--- src/rtl/dmem_responder.sv ---
// Data-memory responder: accepts a held load/store request, waits WAIT_STATES
// cycles, performs the access on a word array or MMIO pair, then pulses ready.
module dmem_responder #(
  parameter int unsigned DEPTH       = 16,
  parameter int unsigned WAIT_STATES = 2,
  parameter logic [15:0] IO_OUT_ADDR = 16'hFF00,
  parameter logic [15:0] IO_IN_ADDR  = 16'hFF01
) (
  input  logic        clk,
  input  logic        reset,
  input  logic        mem_read,
  input  logic        mem_write,
  input  logic [15:0] addr,
  input  logic [15:0] wdata,
  input  logic [15:0] io_in,
  output logic [15:0] rdata,
  output logic        ready,
  output logic        busy,
  output logic [15:0] io_out,
  output logic        err,
  output logic [1:0]  state
);
  localparam int unsigned AW = (DEPTH > 1) ? $clog2(DEPTH) : 1;
  localparam logic [3:0] CNT_INIT = (WAIT_STATES == 0) ? 4'd0 : 4'(WAIT_STATES - 1);

  typedef enum logic [1:0] {S_IDLE = 2'd0, S_WAIT = 2'd1, S_RESP = 2'd2} state_t;

  state_t      cur, nxt;
  logic [3:0]  cnt;
  logic [15:0] addr_q, wdata_q;
  logic        rd_q, wr_q;
  logic [15:0] mem [DEPTH];

  logic        accept, access;
  logic [15:0] a_addr, a_wdata;
  logic        a_rd, a_wr;
  logic        in_array, is_out, is_in;
  logic [AW-1:0] idx;

  assign state = cur;

  always_ff @(posedge clk) begin
    if (reset) cur <= S_IDLE;
    else       cur <= nxt;
  end

  always_comb begin
    nxt = cur;
    case (cur)
      S_IDLE:  if (mem_read | mem_write) nxt = (WAIT_STATES == 0) ? S_RESP : S_WAIT;
      S_WAIT:  if (cnt == 4'd0) nxt = S_RESP;
      S_RESP:  nxt = S_IDLE;
      default: nxt = S_IDLE;
    endcase
  end

  // With zero wait states the access happens on the acceptance edge itself,
  // so the live request inputs are used instead of the captured copies.
  always_comb begin
    accept   = (cur == S_IDLE) && (mem_read | mem_write);
    access   = (accept && (WAIT_STATES == 0)) || ((cur == S_WAIT) && (cnt == 4'd0));
    a_addr   = (cur == S_IDLE) ? addr      : addr_q;
    a_wdata  = (cur == S_IDLE) ? wdata     : wdata_q;
    a_rd     = (cur == S_IDLE) ? mem_read  : rd_q;
    a_wr     = (cur == S_IDLE) ? mem_write : wr_q;
    in_array = a_addr < 16'(DEPTH);
    is_out   = a_addr == IO_OUT_ADDR;
    is_in    = a_addr == IO_IN_ADDR;
    idx      = a_addr[AW-1:0];
  end

  always_ff @(posedge clk) begin
    if (reset) begin
      cnt     <= 4'd0;
      addr_q  <= 16'h0;
      wdata_q <= 16'h0;
      rd_q    <= 1'b0;
      wr_q    <= 1'b0;
      ready   <= 1'b0;
      busy    <= 1'b0;
      rdata   <= 16'h0;
      io_out  <= 16'h0;
      err     <= 1'b0;
    end else begin
      ready <= (nxt == S_RESP);
      busy  <= (nxt != S_IDLE);
      if (accept) begin
        addr_q  <= addr;
        wdata_q <= wdata;
        rd_q    <= mem_read;
        wr_q    <= mem_write;
        cnt     <= CNT_INIT;
      end else if ((cur == S_WAIT) && (cnt != 4'd0)) begin
        cnt <= cnt - 4'd1;
      end
      if (access) begin
        if (a_rd && a_wr) begin
          err <= 1'b1;
        end else if (a_rd) begin
          if (in_array)    rdata <= mem[idx];
          else if (is_out) rdata <= io_out;
          else if (is_in)  rdata <= io_in;
          else begin
            rdata <= 16'h0;
            err   <= 1'b1;
          end
        end else if (a_wr && !in_array) begin
          if (is_out) io_out <= a_wdata;
          else        err    <= 1'b1;
        end
      end
    end
  end

  // Array storage is deliberately left out of reset.
  always_ff @(posedge clk) begin
    if (!reset && access && a_wr && !a_rd && in_array) mem[idx] <= a_wdata;
  end

endmodule

--- config.mk ---
export PLATFORM = sky130hd
export DESIGN_NAME = dmem_responder
export DESIGN_NICKNAME = d
export VERILOG_FILES = /design/src/rtl/dmem_responder.sv
export SDC_FILE = /design/constraint.sdc
export NUM_CORES = 1
export LEC_CHECK = 0
export ABC_AREA = 1
export BUFFER_PORTS_ARGS = -buffer_cell sky130_fd_sc_hd__clkbuf_2
export CAP_MARGIN = 40
export CELL_PAD_IN_SITES_DETAIL_PLACEMENT = 0
export CELL_PAD_IN_SITES_GLOBAL_PLACEMENT = 1
export CORE_MARGIN = 2
export CORE_UTILIZATION = 47
export DETAILED_ROUTE_END_ITERATION = 16
export PLACE_DENSITY = 0.91
export RECOVER_POWER = 100
export SKIP_CTS_REPAIR_TIMING = 1
export SLEW_MARGIN = 20
export SYNTH_ARGS = -nofsm -noshare
export SYNTH_HDL_FRONTEND = slang
export SYNTH_SLANG_ARGS = --single-unit
--- constraint.sdc ---
create_clock -name clk -period 3.4 [get_ports clk]
set_input_delay 0.17 -clock clk [delete_from_list [all_inputs] [get_ports clk]]
set_output_delay 0.17 -clock clk [all_outputs]
set_load 0.01 [all_outputs]
# Word level (Yosys, flattened, before mapping)
# Memory sizes are Yosys's and may differ from the RTL's.
# Index checks and enable logic that the tools add are counted.
totals:
  register_bits: 75
  latch_bits: 0
  ram_bits: 256
  rom_bits: 0
  input_bits: 52
  output_inout_bits: 37
  elab_cells: 68
  mem_count: 1
memory_table:
  columns: ["memory", "depth", "width", "rd", "rd_ports_with_merged_regs", "wr", "line", "source"]
  rows:
  - ["mem", 16, 16, 1, 0, 1, "32", "logic [15:0] mem [DEPTH];"]
op_classes:
  n_addsub: 1
  multipliers: 0
  div_mod_pow: 0
  magnitude_cmp: 1
  eq_ne: 7
  n_shift: 0
  n_mux: 21
  n_bitwise: 3
  reduce_logical: 22
ops:
  columns: ["operator", "n"]
  rows:
  - ["16-bit 2-to-1 mux", 5]
  - ["16-bit equality test (second input constant)", 2]
  - ["16-bit by 5-bit less-than comparator with 1-bit output (second input constant)", 1]
  - ["1-bit 2-to-1 mux", 13]
  - ["5-bit AND reduction", 2]
  - ["1-bit logical AND", 9]
  - ["3-bit by 2-bit inequality test with 1-bit output (second input constant)", 2]
  - ["4-bit logical NOT", 1]
  - ["2-bit 2-to-1 mux", 2]
  - ["2-bit one-hot mux with 2 select lines", 1]
  - ["2-bit nonzero test", 2]
  - ["4-bit nonzero test", 1]
  - ["4-bit by 1-bit subtractor with 4-bit output (second input constant)", 1]
  - ["1-bit logical NOT", 3]
  - ["3-bit AND reduction", 1]
  - ["3-bit nonzero test", 1]
  - ["2-bit by 1-bit equality test with 1-bit output (second input constant)", 1]
  - ["2-bit equality test (second input constant)", 1]
  - ["2-bit logical NOT", 1]
  - ["2-bit by 1-bit inequality test with 1-bit output (second input constant)", 1]
  - ["1-bit NOT", 2]
  - ["2-bit OR reduction", 1]
  - ["1-bit OR", 1]

# Depth between registers and ports, before layout
# Gate-level depths: netlist of run 1.
logic_depth:
  word_depth: 8
  ltp_mapped: 16
  ltp_nobuf: 14

# Worst setup path after synthesis of run 1
# Ideal clock, no wire load.
synth_timing:
  path_kind: "register to register"
  startpoint: "reg cnt[0]"
  endpoint: "mem mem[10][0] (enable)"
  setup_ns: 0.388
  arrival_ns: 2.345
  path_slack_ns: 0.666
  path_stages_with_launch: 13
  n_path_buf: 0
  period_less_slack_ns: 2.734
  path_cell_list: "dfxtp_1 -> inv_1 -> ha_1 -> inv_1 -> nor3_1 -> inv_1 -> nor2_1 -> inv_1 -> nor2_1 -> nand2_1 -> nor2_1 -> nand3_1 -> nor2_1"
synth_via:
  elab_chain_cells: 8
synth_rtl:
  columns: ["item", "line", "source"]
  rows:
  - ["from (decl)", "29", "logic [3:0] cnt;"]
  - ["from (signal assigned)", "94", "cnt <= cnt - 4'd1;"]
  - ["4-bit logical NOT", "61", "access = (accept && (WAIT_STATES == 0)) || ((cur == S_WAIT) && (cnt == 4'd0));"]
  - ["1-bit logical AND", "61", null]
  - ["1-bit logical AND (4 in series)", "117", "if (!reset && access && a_wr && !a_rd && in_array) mem[idx] <= a_wdata;"]
  - ["1-bit 2-to-1 mux", "117", null]
  - ["1-bit 2-to-1 mux (not written as such)", "117", null]
  - ["to (decl)", "32", null]
# No other way between the ends.

# Final worst setup path of run 1
layout_timing:
  startpoint: "reg cnt[0]"
  endpoint: "mem mem[5][10] (enable)"
# Same word-level chain as after synthesis.

==> results.ini, run 1 <==
[logic_synthesis]
synth_area_leader_cell = edfxtp_1
synth.area.top_cells = edfxtp_1 (53%), nand2_1 (18%), dfxtp_1 (10%)
synth_seq_cells = 331
synth_mux_area_frac = 0
avgSynthCellArea_sq_um = 9.04
synth_most_common_cell = nand2_1
synthDistinctLibCells = 35
synth_top_family_by_area = simple AND/OR/NAND/NOR gates
syn_nets = 1672
synth-xor-area-share = 0
synth-edff-count = 256
syn_area_sq_um = 14600
synth.top_cell.area_share = 0.525
syn_inst = 1619
seq_area_frac_synth = 0.628
synthTopCellsByCount = nand2_1 (687), edfxtp_1 (256), nand3_1 (167)
synth-simple-area-share = 0.289
synth.yosys.warnings = 0
ys.flop_type = edfxtp_1
synthAdderAreaFrac = 0.000855
synth_compound_area_frac = 0.0358
async_flop_share = 0

[status]
violations = hold timing
status = complete, but fails checks

[critical_path]
setup.worst_path.start_class = flip-flop
worst_ep_required_time_ns = 3.54
crit_path_end_kind = flip-flop
crit_start = cnt[0]$_SDFFE_PP0P_
ff2ff_path_depth = 13
cp.arrival_ns = 3.26
r2r_start = cnt[0]$_SDFFE_PP0P_
crit_type = reg2reg
worstPathMaxFanout = 16

[placement]
place.gp.congestion = 0.876
dpl.hpwl_um = 24600
post_dp_cell_area_sq_um = 15600
place.port_buffers = 88

[layout]
nFillCells = 2680
final_nets = 1784
stdcell_area_sq_um = 16800
drive_above_1_share = 0.0941
n_antenna_cell = 0
syn2layout_area_growth_pct = 15.0

[timing]
setup_viol = 0
max_freq_mhz = 320
finalSetupTns_ns = 0
worst_pin_slew_ns = 1.30
rsz0062_at_grt = no
final.period_utilization = 0.919
report.final.slew_viol_count = 0
fin_skew_ns = 0.0193
slew_headroom = 0.132
fin_crit_ns = 3.13
hold_ws_ns = -0.0565
hold_violations = 8

[routing]
drc = 0
drt_iter0_drc = 1148
drt-vias-per-instance = 5.30
routed_wl_um = 38700
vias = 11400
ant_nets = 0
wire_per_inst_um = 18.0
firstDrtPassIters = 5

[floorplanning]
die-width_um = 180
io_pins = 89
rows = 64
die_h_um = 180
start_util = 0.478
core_area_sq_um = 30600
dieArea_sq_um = 32600

[global_route]
track_usage = 0.235
grt_pass1_vias = 10900
grt_max_degree = 81
overflow = 0
antenna_found_initial = 1
grt_pass1_wl_um = 60000

[min_path]
min_path_type = in2reg
whs_path_depth = 3
min-delay-start = wdata[0]

[clocking]
cts_tree = yes
cts.sinks = 331
htreeDepth = 2
cts_root_buf = clkbuf_16
insertion_delay_ns = 0.52
clock_path_buffers = 3
cts_buffers = 36
clk_pin_slew_worst_paths_ns = 0.06

[run]
drv_cap = 0

[power]
max-vdd-ir-drop_mv = 0.414
p_per_area_nw_per_um2 = 591
power_leakage_nw = 7.08
totalPowerFinal_w = 0.00993

state kept, by name, summed over array words and instances, names as in the netlist:
signal,flops
mem,256
state,2
wr_q,1
cnt,4
rdata,16
wdata_q,16
addr_q,16
ready,1
err,1
io_out,16
busy,1
rd_q,1
worst paths after layout:
kind	end	slack, ns
max	mem[5][10]$_DFFE_PP_	0.27
max reg2reg	mem[5][10]$_DFFE_PP_	0.27
min reg2reg	rdata[10]$_SDFFE_PP0P_	0.47
min	wdata_q[0]$_SDFFE_PP0P_	-0.06
stage by stage:
stage / setup WS [ns] / hold slack (ns) / util / cells
CTS: 0.394 / -0.0826 / 0.547 / 2125
global placement: 0.462 / 0.440 / 0.509 / 2060
floorplan: 0.666 / 0.337 / - / 1619
finish: 0.274 / -0.0565 / 0.550 / 2150
global route: 0.0569 / 0.00804 / 0.550 / 2150
detailed placement: 0.407 / 0.449 / 0.511 / 2064
final cells by class:
type	instances	area, sq um	area share
clock buffer	44	952	0.0566
multi-input combinational	1131	4760	0.283
inverter	72	270	0.0161
sequential	331	9190	0.546
timing repair buffer	159	997	0.0593
tap	396	495	0.0295
clock inverter	17	155	0.00922
metal layers:
layer	GRT usage	routed length, um	up-vias
met4	0.0694	980	0
li1	-	-	5527
met3	0.0378	2820	58
met1	0.321	16400	5396
met2	0.389	18500	417
met5	0	0	-
power by group:
group          switching (W)  total (W)  internal [W]
clock network        0.00152    0.00373       0.00221
registers          0.0000331    0.00456       0.00453
logic                0.00122    0.00165      0.000423
cell usage in the layout, fill, tap and decap left out, types with 2 or more instances in the layout:
cell type / instances
clkbuf_1: 55
edfxtp_1: 256
nand3_2: 2
nor2_4: 4
nand3_1: 167
clkinv_2: 7
buf_4: 20
a21oi_1: 42
nor2_2: 7
nand2_2: 6
bufinv_16: 3
clkbuf_2: 60
clkinv_1: 8
clkbuf_16: 37
inv_1: 67
dfxtp_1: 75
nand2_1: 688
nor2_1: 144
o21ai_0: 48
a21oi_2: 2
o21ai_1: 5
buf_12: 6
nand4_1: 3
dlygate4sd3_1: 23
inv_2: 3
cell families after synthesis:
| kind of cell | after synthesis |
|---|---|
| DFF | 331 |
| buffers and inverters | 157 |
| AOI/OAI and AO/OA | 101 |
| and+or+nand+nor | 1029 |
| adders and majority gates | 1 |
worst max-delay path, stage by stage (launching register included):
cell and delay (ns):
dfxtp_1 0.33, inv_1 0.09, ha_1 0.17, inv_1 0.05, nor3_1 0.33, inv_1 0.09
nor2_1 0.22, inv_1 0.19, nor2_1 0.16, nand2_1 0.08, nor2_1 0.29, nand2_1 0.19
nor2_1 0.14, clkbuf_2 0.45
No activity file was read; power rests on OpenSTA's default activity.
==> run 2, diff against run 1 <==
Settings changed: ABC_AREA 1 to 0, CORE_UTILIZATION 47 to 50.
==> run 2 against run 1 <==
The flow finishes with violations (hold timing, capacitance limit, slew limit). Critical endpoint is now mem[2][11]$_DFFE_PP_. Register-to-register slack improved by 0.02 ns. Combinational power is 23% lower. Clock power shrank 8.0%. Cell area is 5.4% lower. Largest cell class unchanged. Largest power group unchanged. Critical path depth is 5 lower.
==> results.ini, run 2 <==
[status]
status = complete, but fails checks
violations = hold timing, capacitance limit, slew limit

[power]
p_int_w = 0.00689  ; -3.7%
p_sw_w = 0.00238  ; -14%
p_per_area_nw_per_um2 = 582  ; -1.4%
power_leakage_nw = 5.46  ; -23%
max-vdd-ir-drop_mv = 0.378  ; -8.8%
clockPowerShare = 0.370  ; -0.005
p_comb_frac = 0.137  ; -0.029
swShare = 0.257  ; -0.0226
p_seq_frac = 0.493  ; +0.034

[floorplanning]
die-width_um = 170  ; -5.8%
dieArea_sq_um = 28900  ; -11%
start_util = 0.510  ; +0.0315
die_h_um = 170  ; -5.8%
io_pins = 89  ; unchanged
rows = 60  ; -6.3%
core_area_sq_um = 27000  ; -12%

[logic_synthesis]
synth.top_cell.area_share = 0.558  ; +0.0325
syn_nets = 1127  ; -33%
synthDistinctLibCells = 59  ; +69%
synth.yosys.warnings = 0  ; unchanged
ys.flop_type = edfxtp_1
synth-edff-count = 256  ; unchanged
syn_inst = 1074  ; -34%
synth_area_leader_cell = edfxtp_1
avgSynthCellArea_sq_um = 12.8  ; +42%
seq_area_frac_synth = 0.667  ; +0.0388
syn_area_sq_um = 13800  ; -5.8%
synth_most_common_cell = edfxtp_1
synthTopCellsByCount = edfxtp_1 (256), nand2_1 (221), mux2i_1 (96)
synth_seq_cells = 331  ; unchanged
synth.area.top_cells = edfxtp_1 (56%), dfxtp_1 (11%), mux2i_1 (7.0%)
async_flop_share = 0  ; unchanged

[timing]
max_freq_mhz = 322  ; +0.52%
slew_headroom = -0.427  ; -0.559
report.final.slew_viol_count = 54  ; +54
fin_crit_ns = 3.11  ; -0.0163 ns
hold_violations = 1  ; -7
finalSetupTns_ns = 0  ; unchanged
worst_pin_slew_ns = 2.12  ; +0.816 ns
fin_skew_ns = 0.0160  ; -0.00329 ns
final.period_utilization = 0.914  ; -0.00479
rsz0062_at_grt = no
hold_ws_ns = -0.00364  ; +0.0528 ns
setup_viol = 0  ; unchanged

[routing]
drc = 0  ; unchanged
vias = 9316  ; -18%
wire_per_inst_um = 21.0  ; +17%
firstDrtPassIters = 7  ; +2
drt-vias-per-instance = 5.91  ; +12%
ant_nets = 0  ; unchanged
routed_wl_um = 33200  ; -14%
drt_iter0_drc = 1076  ; -6.3%

[layout]
largest_register = mem
largest_reg_flops = 256  ; unchanged
final_cell_mix = edfxtp_1 (256), nand2_1 (221), mux2i_1 (95)
nFillCells = 2108  ; -21%
multi_input_area_sq_um = 4090  ; -14%
final_common_cell = edfxtp_1
final_nets = 1265  ; -29%
n_antenna_cell = 0  ; unchanged
syn2layout_area_growth_pct = 15.5
drive_above_1_share = 0.147  ; +0.0533
layout.area.seq_sq_um = 9190  ; unchanged

[global_route]
track_usage = 0.227  ; -0.00835
grt_pass1_wl_um = 50000  ; -17%
antenna_found_initial = 0  ; -1
grt_pass1_vias = 8892  ; -18%
overflow = 0  ; unchanged
grt_max_degree = 74  ; -8.6%

[clocking]
clk_pin_slew_worst_paths_ns = 0.06  ; about the same
cts_buffers = 34  ; -5.6%
cts.sinks = 331  ; unchanged
cts_root_buf = clkbuf_16
htreeDepth = 2  ; unchanged
insertion_delay_ns = 0.52  ; about the same
clock_path_buffers = 3  ; unchanged
cts_tree = yes

[critical_path]
worst_ep_required_time_ns = 3.59  ; +0.05 ns
cp.arrival_ns = 3.30  ; +0.04 ns
crit_path_end_kind = flip-flop
crit_type = reg2reg
setup.worst_path.start_class = flip-flop
worstPathMaxFanout = 11  ; -5

[min_path]
min_path_type = in2reg

[run]
drv_cap = 2  ; +2

[placement]
dpl.hpwl_um = 21500  ; -12%
place.port_buffers = 88  ; unchanged
place.gp.congestion = 0.834  ; -4.7%

-- run 2: cell count changes after synthesis, moves of 12 or more --
cell	delta
a2111oi_0	+15
a2111oi_1	+15
a21oi_1	+41
a311oi_2	+14
buf_2	-12
inv_1	-59
mux2i_1	+96
nand2_1	-466
nand3_1	-165
nor2_1	-92
nor3_1	+20
o21ai_0	-12
o22ai_1	+43
-- run 2: cells by family after synthesis --
logic type | after synthesis | share of synthesized area
mux | 99 | 0.0725
fa+ha+maj | 1 | 0.000908
xor+xnor | 3 | 0.00191
compound gates | 228 | 0.116
buf+inv | 79 | 0.0379
simple gates | 333 | 0.104
flops | 331 | 0.667
-- run 2: worst paths after layout --
kind,end,slack (ns),from,cells past startpoint
max reg2reg,mem[2][11]$_DFFE_PP_,0.29,state[1]$_SDFF_PP0_,8
min,rd_q$_SDFFE_PP0P_,-0.004,mem_read,3
max,mem[2][11]$_DFFE_PP_,0.29,state[1]$_SDFF_PP0_,8
min reg2reg,addr_q[6]$_SDFFE_PP0P_,0.46,addr_q[6]$_SDFFE_PP0P_,2
-- run 2: worst max-delay path, cell delays in order (launching register included) --
cell       delay, ns
dfxtp_1         0.56
or2_1           0.44
nand3_1         0.14
a2111oi_0       0.60
clkbuf_1        0.24
and2_0          0.18
nand2_1         0.13
nor2_1          0.20
clkbuf_2        0.30
-- run 2: final cells by class --
cell class                      count  area share
Clock buffer                       49      0.0608
Timing Repair Buffer              173      0.0731
Sequential cell                   331       0.577
Clock inverter                     10     0.00322
Multi-Input combinational cell    664       0.257
Inverter                            8     0.00189
Tap cell                          341      0.0268
-- run 2: metrics by stage --
stage | util | cell area [sq um] | cells | setup WS, ns | power [W]
global placement | 0.543 | 14700 | 1484 | 0.484 | 0.00585
CTS | 0.581 | 15700 | 1543 | 0.435 | 0.00927
finish | 0.589 | 15900 | 1576 | 0.291 | 0.00927
detailed placement | 0.543 | 14700 | 1484 | 0.411 | 0.00589
floorplan | - | 13800 | 1074 | 0.656 | 0.00550
global route | 0.589 | 15900 | 1576 | 0.132 | 0.00957
-- run 2: routing by layer --
| layer | wire [um] | GRT usage | vias up |
|---|---|---|---|
| met5 | 0 | 0 | - |
| met4 | 856 | 0.0695 | 0 |
| met3 | 2420 | 0.0363 | 59 |
| met2 | 16500 | 0.382 | 369 |
| met1 | 13400 | 0.305 | 4583 |
| li1 | - | - | 4305 |
-- run 2: power by group through the flow --
stage,registers [W],clock network (W),logic [W]
2_1_floorplan,0.00464,0,0.000869
3_3_place_gp,0.00465,0,0.00121
3_5_place_dp,0.00465,0,0.00124
4_1_cts,0.00457,0.00346,0.00125
5_1_grt,0.00457,0.00363,0.00137
6_report,0.00457,0.00343,0.00127
==> run 3, diff against run 2 <==
Settings changed: RECOVER_POWER 100 to 25.
==> run 3 against run 2 <==
The flow still finishes with violations (hold timing, capacitance limit, slew limit). Die area unchanged. Critical path depth unchanged. Sequential power about the same. Sequential share of layout area down 0.22 points. Combinational power about the same. Fmax up 3.6%. Global-route usage unchanged. Final cell count unchanged. Clock skew up 0.0023 ns. Sequential cell count unchanged.
==> results.ini, run 3 (same netlist as run 2, synthesis figures left out) <==
[clocking]
cts.sinks = 331  ; unchanged
clk_pin_slew_worst_paths_ns = 0.06  ; about the same
cts_buffers = 34  ; unchanged
insertion_delay_ns = 0.52  ; about the same
cts_root_buf = clkbuf_16
htreeDepth = 2  ; unchanged
clock_path_buffers = 3  ; unchanged
cts_tree = yes

[power]
p_sw_w = 0.00238  ; about the same
power_leakage_nw = 5.48  ; +0.36%
p_int_w = 0.00689  ; about the same
p_seq_frac = 0.493  ; about the same
swShare = 0.257  ; about the same
p_per_area_nw_per_um2 = 580  ; -0.38%
max-vdd-ir-drop_mv = 0.378  ; about the same
clockPowerShare = 0.370  ; about the same
p_comb_frac = 0.137  ; about the same

[global_route]
grt_pass1_wl_um = 50000  ; unchanged
antenna_found_initial = 0  ; unchanged
grt_max_degree = 74  ; unchanged
grt_pass1_vias = 8892  ; unchanged
track_usage = 0.227  ; unchanged
overflow = 0  ; unchanged

[floorplanning]
rows = 60  ; unchanged
dieArea_sq_um = 28900  ; unchanged
io_pins = 89  ; unchanged
core_area_sq_um = 27000  ; unchanged
die_h_um = 170  ; unchanged
die-width_um = 170  ; unchanged
start_util = 0.510  ; unchanged

[routing]
drt-vias-per-instance = 5.92  ; +0.21%
vias = 9336  ; +0.21%
firstDrtPassIters = 6  ; -1
drt_iter0_drc = 1125  ; +4.6%
wire_per_inst_um = 21.0  ; -0.25%
ant_nets = 0  ; unchanged
routed_wl_um = 33100  ; -0.25%
drc = 0  ; unchanged

[critical_path]
ff2ff_path_depth = 8  ; unchanged
setup.worst_path.start_class = flip-flop
crit_type = reg2reg
worst_ep_required_time_ns = 3.61  ; +0.02 ns
worstPathMaxFanout = 11  ; unchanged
cp.arrival_ns = 3.21  ; -0.09 ns
crit_path_end_kind = flip-flop

[placement]
dp_slack_ns = 0.411  ; unchanged
place.port_buffers = 88  ; unchanged
dpl.hpwl_um = 21500  ; unchanged
place.gp.congestion = 0.834  ; unchanged
post_dp_cell_area_sq_um = 14700  ; unchanged

[status]
violations = hold timing, capacitance limit, slew limit
status = complete, but fails checks

[timing]
setup_viol = 0  ; unchanged
fin_crit_ns = 3.00  ; -0.109 ns
report.final.slew_viol_count = 54  ; unchanged
hold_ws_ns = -0.00345  ; +0.000194 ns
setup_slack_ns = 0.400  ; +0.109 ns
rsz0062_at_grt = no
final.period_utilization = 0.882  ; -0.0320
finalSetupTns_ns = 0  ; unchanged
max_freq_mhz = 333  ; +3.6%
slew_headroom = -0.470  ; -0.0430
fin_skew_ns = 0.0183  ; +0.00232 ns
worst_pin_slew_ns = 2.18  ; +0.0639 ns
hold_violations = 1  ; unchanged

[layout]
n_antenna_cell = 0  ; unchanged
largest_register = mem
drive_above_1_share = 0.151  ; +0.00324
final_nets = 1265  ; unchanged
final_cell_mix = edfxtp_1 (256), nand2_1 (221), mux2i_1 (95)
final_common_cell = edfxtp_1
syn2layout_area_growth_pct = 16.0
largest_reg_flops = 256  ; unchanged
stdcell_area_sq_um = 16000  ; +0.39%
nFillCells = 2086  ; -1.0%

[run]
drv_cap = 2  ; unchanged

[min_path]
whs_path_depth = 3  ; unchanged
min_path_type = in2reg

-- run 3: cell types whose count changed in the layout (fill, tap and decap cells not counted) --
cell       change
a2111oi_0      -7
and2_1         +2
and2_0         -2
a31oi_2        +1
clkbuf_1       -1
buf_4         +16
nor2_2         +2
clkbuf_2      -15
a2111oi_1      +7
nor2_1         -2
a31oi_1        -1
-- run 3: layout make-up --
type / instances / area, sq um / share of cell area
Multi-Input combinational cell: 664 / 4110 / 0.257
Tap cell: 341 / 427 / 0.0267
Sequential cell: 331 / 9190 / 0.575
Clock inverter: 10 / 51.3 / 0.00321
Timing Repair Buffer: 173 / 1200 / 0.0754
Inverter: 8 / 30.0 / 0.00188
Clock buffer: 49 / 968 / 0.0606
-- run 3: final timing paths --
check | from | endpoint | slack, ns
setup / recovery | state[0]$_SDFF_PP0_ | mem[5][8]$_DFFE_PP_ | 0.40
hold / removal | mem_read | rd_q$_SDFFE_PP0P_ | -0.003
setup reg to reg | state[0]$_SDFF_PP0_ | mem[5][8]$_DFFE_PP_ | 0.40
hold reg to reg | addr_q[6]$_SDFFE_PP0P_ | addr_q[6]$_SDFFE_PP0P_ | 0.46
-- run 3: per-layer routing --
layer,share of wire,up-vias,track usage,routed length [um]
met5,0,-,0,0
met4,0.025,0,0.0695,828
met3,0.073,55,0.0363,2410
met2,0.50,344,0.382,16400
met1,0.41,4638,0.305,13400
li1,-,4299,-,-
-- run 3: metrics by stage --
step           utilization  power [W]  instances
2_1_floorplan            -    0.00550       1074
3_3_place_gp         0.543    0.00585       1484
3_5_place_dp         0.543    0.00589       1484
4_1_cts              0.581    0.00927       1543
5_1_grt              0.591    0.00957       1576
6_report             0.591    0.00927       1576
-- run 3: worst max-delay path, cell delays in order, from the launching register on --
cell and delay, ns:
dfxtp_1 0.56, or2_1 0.45, nand3_1 0.14, a2111oi_0 0.59, buf_4 0.23, and2_1 0.14
nand2_1 0.13, nor2_1 0.21, buf_4 0.25
-- run 3: power groups by stage --
stage	Clock [W]	Sequential (W)	Combinational (W)
2_1_floorplan	0	0.00464	0.000869
3_3_place_gp	0	0.00465	0.00121
3_5_place_dp	0	0.00465	0.00124
4_1_cts	0.00346	0.00457	0.00125
5_1_grt	0.00363	0.00457	0.00137
6_report	0.00343	0.00457	0.00127
